<file path="src/rtl/sh2_wait_gen_pkg.sv">
// Shared types for the SH-2 wait-state generator: region/state encodings,
// MEM_SEL codes and the select-priority decode.
package sh2_wait_gen_pkg;

   typedef enum logic [1:0] {
      REG_ROM  = 2'd0,
      REG_SRAM = 2'd1,
      REG_DRAM = 2'd2,
      REG_SMPC = 2'd3
   } region_t;

   typedef enum logic [1:0] {
      ST_IDLE = 2'd0,
      ST_WAIT = 2'd1,
      ST_DONE = 2'd2
   } state_t;

   localparam logic [1:0] SEL_ROM  = 2'd0;
   localparam logic [1:0] SEL_SRAM = 2'd1;
   localparam logic [1:0] SEL_DRAM = 2'd2;

   // Several selects low at once resolve as SMPC > SRAM > ROM > DRAM.
   function automatic region_t pick_region(input logic romce_n, input logic smpcce_n,
                                           input logic sramce_n, input logic dce_n);
      region_t r;
      if (!smpcce_n)      r = REG_SMPC;
      else if (!sramce_n) r = REG_SRAM;
      else if (!romce_n)  r = REG_ROM;
      else                r = REG_DRAM;
      if (dce_n && romce_n && sramce_n && smpcce_n) r = REG_DRAM;
      return r;
   endfunction

   function automatic logic [1:0] sel_of(input region_t r);
      logic [1:0] s;
      case (r)
         REG_SRAM: s = SEL_SRAM;
         REG_DRAM: s = SEL_DRAM;
         default:  s = SEL_ROM;
      endcase
      return s;
   endfunction

endpackage

</file>
<file path="src/rtl/sh2_wait_gen.sv">
// Wait-state generator behind the SH-2 chip-select decoder: holds WTIN_N low
// for the larger of a per-region wait count and the back-end ready handshake.
module sh2_wait_gen
   import sh2_wait_gen_pkg::*;
#(
   parameter int ROM_WS  = 2,
   parameter int SMPC_WS = 3,
   parameter int SRAM_WS = 1,
   parameter int DRAM_WS = 1,
   parameter int TIMEOUT = 255
) (
   input  logic       CLK,
   input  logic       RST,
   input  logic       CE_R,
   input  logic       CE_F,
   input  logic       ROMCE_N,
   input  logic       SMPCCE_N,
   input  logic       SRAMCE_N,
   input  logic       DCE_N,
   input  logic       RD_N,
   input  logic [1:0] DWE_N,
   input  logic       MEM_RDY,
   output logic       WTIN_N,
   output logic       MEM_REQ,
   output logic       MEM_WR,
   output logic [1:0] MEM_SEL,
   output logic       BUS_TMO,
   output logic [1:0] DBG_STATE
);

   localparam logic [7:0] TMO_LAST = 8'(TIMEOUT - 1);

   state_t     state;
   logic [7:0] cnt;
   logic [7:0] to_cnt;
   logic       ack;

   logic       any_sel;
   logic       access;
   region_t    region_nxt;
   logic [7:0] ws_load;

   assign any_sel    = ~&{ROMCE_N, SMPCCE_N, SRAMCE_N, DCE_N};
   assign access     = any_sel & (~RD_N | ~&DWE_N);
   assign region_nxt = pick_region(ROMCE_N, SMPCCE_N, SRAMCE_N, DCE_N);
   assign DBG_STATE  = state;

   always_comb begin
      ws_load = 8'd0;
      case (region_nxt)
         REG_ROM:  ws_load = 8'(ROM_WS - 1);
         REG_SRAM: ws_load = 8'(SRAM_WS - 1);
         REG_DRAM: ws_load = 8'(DRAM_WS - 1);
         default:  ws_load = 8'(SMPC_WS - 1);
      endcase
   end

   // Back-end handshake: MEM_REQ is a single-CLK pulse; MEM_RDY is a pulse that
   // may arrive on any later CLK (even the MEM_REQ cycle) and is latched as ack.
   always_ff @(posedge CLK or posedge RST) begin
      if (RST) begin
         state   <= ST_IDLE;
         cnt     <= 8'd0;
         to_cnt  <= 8'd0;
         ack     <= 1'b0;
         MEM_REQ <= 1'b0;
         MEM_WR  <= 1'b0;
         MEM_SEL <= SEL_ROM;
         BUS_TMO <= 1'b0;
         WTIN_N  <= 1'b1;
      end else begin
         MEM_REQ <= 1'b0;
         if (CE_F) WTIN_N <= (state != ST_WAIT);
         case (state)
            ST_IDLE: begin
               if (CE_R && access) begin
                  MEM_WR <= ~&DWE_N;
                  cnt    <= ws_load;
                  to_cnt <= 8'd0;
                  state  <= ST_WAIT;
                  if (region_nxt == REG_SMPC) begin
                     ack <= 1'b1;
                  end else begin
                     ack     <= 1'b0;
                     MEM_REQ <= 1'b1;
                     MEM_SEL <= sel_of(region_nxt);
                  end
               end
            end
            ST_WAIT: begin
               if (MEM_RDY) ack <= 1'b1;
               if (CE_R) begin
                  if (cnt == 8'd0 && ack) begin
                     state <= ST_DONE;
                  end else begin
                     if (cnt != 8'd0) cnt <= cnt - 8'd1;
                     to_cnt <= to_cnt + 8'd1;
                     // Forced release keeps a dead back-end from hanging the bus.
                     if (to_cnt == TMO_LAST) begin
                        state   <= ST_DONE;
                        BUS_TMO <= 1'b1;
                     end
                  end
               end
            end
            ST_DONE: begin
               if (CE_R && !access) state <= ST_IDLE;
            end
            default: state <= ST_IDLE;
         endcase
      end
   end

endmodule

</file>
<file path="config.mk">
export PLATFORM = sky130hd
export DESIGN_NAME = sh2_wait_gen
export DESIGN_NICKNAME = d
export VERILOG_FILES = /design/src/rtl/sh2_wait_gen_pkg.sv /design/src/rtl/sh2_wait_gen.sv
export SDC_FILE = /design/constraint.sdc
export NUM_CORES = 1
export LEC_CHECK = 0
export ABC_AREA = 1
export ABC_CLOCK_PERIOD_IN_PS = 3930
export CAP_MARGIN = 20
export CORE_ASPECT_RATIO = 2
export CORE_MARGIN = 4
export CORE_UTILIZATION = 58
export DETAILED_ROUTE_END_ITERATION = 6
export GPL_ROUTABILITY_DRIVEN = 0
export GPL_TIMING_DRIVEN = 0
export PLACE_DENSITY = 0.83
export REMOVE_ABC_BUFFERS = 1
export SKIP_LAST_GASP = 1
export SYNTH_ARGS = -nofsm -noshare
export SYNTH_HDL_FRONTEND = slang
export SYNTH_SLANG_ARGS = --single-unit
</file>
<file path="constraint.sdc">
create_clock -name CLK -period 3.93 [get_ports CLK]
set_clock_uncertainty 0.05 [all_clocks]
set_input_delay 0.786 -clock CLK [delete_from_list [all_inputs] [get_ports CLK]]
set_output_delay 0.786 -clock CLK [all_outputs]
set_load 0.05 [all_outputs]
</file>
==> results of run 1 <==
## cell usage after synthesis, drive strengths merged
cell	number	area, um2
nor2	22	116
clkinv	1	3.75
nand4	9	62.6
xor2	5	43.8
a21oi	1	5.00
buf	1	5.00
o21ai	6	30.0
o21bai	1	7.51
nand2	84	350
a31o	1	8.76
ha	4	50.1
inv	26	97.6
nand3	16	92.6
xnor2	3	26.3
dfrtp	24	601
dfstp	1	26.3
## cell families (layout without fill, tap and decap cells)
logic type / Yosys count / count (layout) / share of synthesized area
adders and majority gates: 4 / 4 / 0.0328
buffers and inverters: 28 / 50 / 0.0697
DFF: 25 / 25 / 0.411
AOI/OAI and AO/OA: 9 / 9 / 0.0336
xor gates and xnor gates: 8 / 8 / 0.0459
and+or+nand+nor: 131 / 131 / 0.407
## worst max-delay path by stage
stage          slack, ns  cells past startpoint            to         start
5_1_grt             1.37                      1  DBG_STATE[1]  DBG_STATE[1]
3_3_place_gp        1.68                      9        cnt[6]      SRAMCE_N
6_report            1.38                      1  DBG_STATE[1]  DBG_STATE[1]
4_1_cts             1.39                      1  DBG_STATE[1]  DBG_STATE[1]
2_1_floorplan       2.29                      8     to_cnt[3]       ROMCE_N
3_5_place_dp        1.64                      9        cnt[7]      SRAMCE_N
## final cells by class
cell class              count  area [um2]  area share
well taps                  28        35.0      0.0196
inverters                  27         101      0.0566
multi-input cells         152         793       0.443
clock buffers               4        45.0      0.0251
flip-flops and latches     25         627       0.350
repair buffers             19         190       0.106
## flip-flops by register name (all words and copies together) (netlist names)
| register | flops |
|---|---|
| MEM_REQ | 1 |
| DBG_STATE | 2 |
| MEM_SEL | 2 |
| cnt | 8 |
| BUS_TMO | 1 |
| ack | 1 |
| to_cnt | 8 |
| WTIN_N | 1 |
| MEM_WR | 1 |
## report_power, final
| part | total [mW] | switching [mW] | internal, mW |
|---|---|---|---|
| sequential | 0.416 | 0.0760 | 0.340 |
| clock | 0.155 | 0.0822 | 0.0727 |
| combinational | 0.787 | 0.530 | 0.257 |
## through the flow
step	instances	power (mW)	utilization	hold WS, ns	worst slack [ns]
2_1_floorplan	204	0.992	-	0.392	2.29
3_3_place_gp	251	1.17	0.688	0.404	1.68
3_5_place_dp	251	1.20	0.688	0.409	1.64
4_1_cts	255	1.36	0.706	0.430	1.39
5_1_grt	255	1.45	0.706	0.451	1.37
6_report	255	1.36	0.706	0.424	1.38
## routing by layer
layer / track usage / vias to the layer above / wire length (um)
li1: - / 685 / -
met2: 0.423 / 24 / 2070
met3: 0.0202 / 15 / 61
met4: 0.115 / 0 / 144
met5: 0 / - / 0
met1: 0.211 / 636 / 1250
==> impl_metrics.tcl, run 1 <==
set metrics [dict create \
    r2r-end "to_cnt[4]" \
    ys.warnings.count 0 \
    r2r-start "cnt[0]" \
    drt-total-wl_um 3530 \
    ant_nets 0 \
    cts_tree "done" \
    grt_max_degree 26 \
    power_density_nw_per_um2 758 \
    cp_cell_sequence "clkdlybuf4s50_1" \
    fin_nets 244 \
    cts_buffers 3 \
    post_cts_resize_count 0 \
    finalCritPeriodShare 0.649 \
    arrival_ns 1.71 \
    max-slew-margin-rel 0.363 \
    die_h_um 80.6 \
    fp.coreArea_um2 2540 \
    crit_type "flip-flop to output pin" \
    ff2ff_path_depth 9 \
    cp_slowest_cell "clkdlybuf4s50_1" \
    tns_ns 0 \
    via_per_inst 5.33 \
    syn_avg_cell_area_um2 7.45 \
    hold_start "cnt[4]" \
    post_cts_buffers 0 \
    cp-end-kind "output pin" \
    max_cap_violations 0 \
    peakVddDrop_uv 439 \
    dieArea_um2 3570 \
    grt_pass1_vias 1368 \
    cts_root_buf "clkbuf_8" \
    max_freq_mhz 392 \
    grt_pass1_wl_um 5760 \
    critPathMaxStageDelay_ns 0.88 \
    track_usage 0.218 \
    final_area_um2 1790 \
    mostFrequentLayoutCells "78 x nand2_1, 24 x dfrtp_1, 20 x inv_1" \
    dp_hpwl_um 2820 \
    setup_viol 0 \
    drive_above_1_share 0.106 \
    cp_max_fo 5 \
    yosys.cell_types.count 24 \
    final.fill_count 206 \
    crit_family "buffers and inverters" \
    h-tree-depth 1 \
    antenna_found_initial 0 \
    r2r_setup_slack_ns 2.29 \
    clock-sinks 25 \
    synth-seq-cells 25 \
    leakage_nw 0.921 \
    io_buffers 19 \
    finalHoldViolCount 0 \
    diodes 0 \
    firstDrtPassIters 4 \
    layout_commonest_cell "nand2_1" \
    drc 0 \
    drv_slew 0 \
    rsz0062_at_grt "false" \
    placed_area_um2 1750 \
    gr-total-overflow 0 \
    drtIter0Drc 61 \
    syn_inst 205 \
    min_path_cells 2 \
    clock_latency_ns 0.27 \
    clk_path_buf_depth 2 \
    post_drt_wl_per_cell_um 13.9 \
    start_util 0.602 \
    hold_path_end "cnt[4]" \
    ys_seq_area_frac 0.411 \
    die_w_um 44.3 \
    critPathLaunchType "flip-flop" \
    min-delay-path-class "flip-flop to flip-flop" \
    boundaryPins 20 \
    critPathBufInv 1 \
    row_count 26 \
    clk_pin_slew_worst_paths_ns 0.09 \
    worstPathRequired_ns 3.09 \
    final.min_clock_period_ns 2.55 \
    hold_buffers 0 \
    dr_total_vias 1360 \
    syn_to_final_growth_pct 17.4 \
    outcome "complete, no violations" \
    syn_area_um2 1530 \
    worstMarginPinSlew_ns 0.954 \
]
Note: power is estimated with default switching activity, not from simulation.
==> run 2, diff against run 1 <==
Settings changed: ABC_CLOCK_PERIOD_IN_PS 3930 to 2300, CORE_UTILIZATION 58 to 49, PLACE_DENSITY 0.83 to 0.75.
Clock period 3.93 ns to 2.3 ns, I/O delays scaled along.
==> run 2 against run 1 <==
Global-route usage is 3.8 points lower. Via count is 0.88% lower. Critical path type unchanged. First-iteration DRC count is 51% lower. Wire length is 10% lower.
==> impl_metrics.tcl, run 2 (synthesis results as in run 1) <==
set metrics [dict create \
    outcome "complete, no violations" \
    dr_total_vias 1348 \
    instances_no_fill 257 \
    setup_viol 0 \
    drt-total-wl_um 3180 \
    layout_commonest_cell "nand2_1" \
    grtUsageMet3 0.0207 \
    worstPathRequired_ns 1.79 \
    drc 0 \
    gr-total-overflow 0 \
    final.min_clock_period_ns 2.19 \
    fin_nets 244 \
    crit_family "buffers and inverters" \
    via_per_inst 5.25 \
    max-slew-margin-rel 0.364 \
    largestRegisters "cnt x8, to_cnt x8" \
    finalHoldViolCount 0 \
    seqPwrFrac 0.309 \
    syn_to_final_growth_pct 17.5 \
    power.total_mw 2.28 \
    clk_pin_slew_worst_paths_ns 0.08 \
    grt_pass1_wl_um 5530 \
    dp.cells 253 \
    p_sw_frac 0.499 \
    switchingPower_mw 1.14 \
    critPathBufInv 1 \
    cts_buffers 3 \
    use_met1 0.178 \
    max_freq_mhz 457 \
    clock_latency_ns 0.26 \
    grt_max_degree 26 \
    peakVddDrop_uv 710 \
    io_buffers 19 \
    dieArea_um2 4130 \
    clock-sinks 25 \
    track_usage 0.180 \
    grt_pass1_vias 1358 \
    mostFrequentLayoutCells "78 x nand2_1, 24 x dfrtp_1, 20 x inv_1" \
    rsz0062_at_grt "false" \
    cp_cell_sequence "clkdlybuf4s50_1" \
    die_w_um 47.5 \
    row_count 28 \
    tns_ns 0 \
    dp_hpwl_um 2540 \
    arrival_ns 1.68 \
    worstMarginPinSlew_ns 0.952 \
    cp-end-kind "output pin" \
    met2_usage 0.348 \
    clk_path_buf_depth 2 \
    min-delay-path-class "flip-flop to flip-flop" \
    fp.coreArea_um2 2980 \
    hold_buffers 0 \
    post_cts_resize_count 0 \
    fin_util 0.603 \
    drive_above_1_share 0.106 \
    firstDrtPassIters 4 \
    cts_root_buf "clkbuf_8" \
    cts_tree "done" \
    power_density_nw_per_um2 1270 \
    leakage_nw 0.921 \
    diodes 0 \
    placed_area_um2 1750 \
    busiest_layer "met2" \
    final_area_um2 1790 \
    start_util 0.513 \
    ant_nets 0 \
    intPower_mw 1.14 \
    die_h_um 86.9 \
    post_cts_buffers 0 \
    power_frac_clock 0.112 \
    critPathLaunchType "flip-flop" \
    drtIter0Drc 30 \
    drv_slew 0 \
    antenna_found_initial 0 \
    combPwrFrac 0.578 \
    max_cap_violations 0 \
    finalCritPeriodShare 0.951 \
    crit_type "flip-flop to output pin" \
    post_drt_wl_per_cell_um 12.4 \
    boundaryPins 20 \
    critPathMaxStageDelay_ns 0.87 \
    cp_slowest_cell "clkdlybuf4s50_1" \
    h-tree-depth 1 \
    cp_max_fo 5 \
]
run 2: worst reg2reg max path: stages (launching register included):
cell and delay [ns]:
dfrtp_1 0.40, inv_1 0.10, ha_1 0.16, nand2_1 0.05
nor2_1 0.18, nand3_1 0.20, nor2_1 0.22, nor2_4 0.09
nand2_1 0.07, nand2_1 0.05
run 2: stage by stage:
| step | setup WS [ns] | hold slack (ns) |
|---|---|---|
| after global routing | 0.0730 | 0.459 |
| after floorplan | 0.692 | 0.392 |
| after CTS | 0.112 | 0.429 |
| after global placement | 0.340 | 0.405 |
| final | 0.112 | 0.423 |
| after detailed placement | 0.314 | 0.409 |
run 2: power by group through the flow:
stage          registers, mW  logic (mW)  clock network (mW)
6_report               0.704        1.32               0.256
5_1_grt                0.721        1.47               0.277
4_1_cts                0.703        1.33               0.264
3_5_place_dp           0.711        1.33                   0
3_3_place_gp           0.710        1.30                   0
2_1_floorplan          0.867       0.828                   0
run 2: path summary, 6_finish.rpt:
| kind | from | to | depth (start not counted) | slack [ns] |
|---|---|---|---|---|
| setup / recovery | DBG_STATE[1] | DBG_STATE[1] | 1 | 0.11 |
| hold / removal | cnt[4] | cnt[4] | 2 | 0.42 |
| setup reg to reg | cnt[0] | to_cnt[4] | 9 | 0.63 |
| hold reg to reg | cnt[4] | cnt[4] | 2 | 0.42 |
| max in group asynchronous | RST | to_cnt[4] | 2 | 0.96 |
| min in group asynchronous | RST | cnt[3] | 2 | 0.66 |
run 2: metal layers:
layer	routed length, um	part of all wire	up-vias
met1	1210	0.38	650
met3	41	0.013	4
met2	1890	0.59	8
met5	0	0	-
met4	40	0.013	0
li1	-	-	686
run 2: final cells by class:
| class | count | area [um2] |
|---|---|---|
| fillers | 297 | 1180 |
| repair buffers | 19 | 190 |
| inverters | 27 | 101 |
| flip-flops and latches | 25 | 627 |
| well taps | 30 | 37.5 |
| multi-input cells | 152 | 793 |
| clock buffers | 4 | 45.0 |
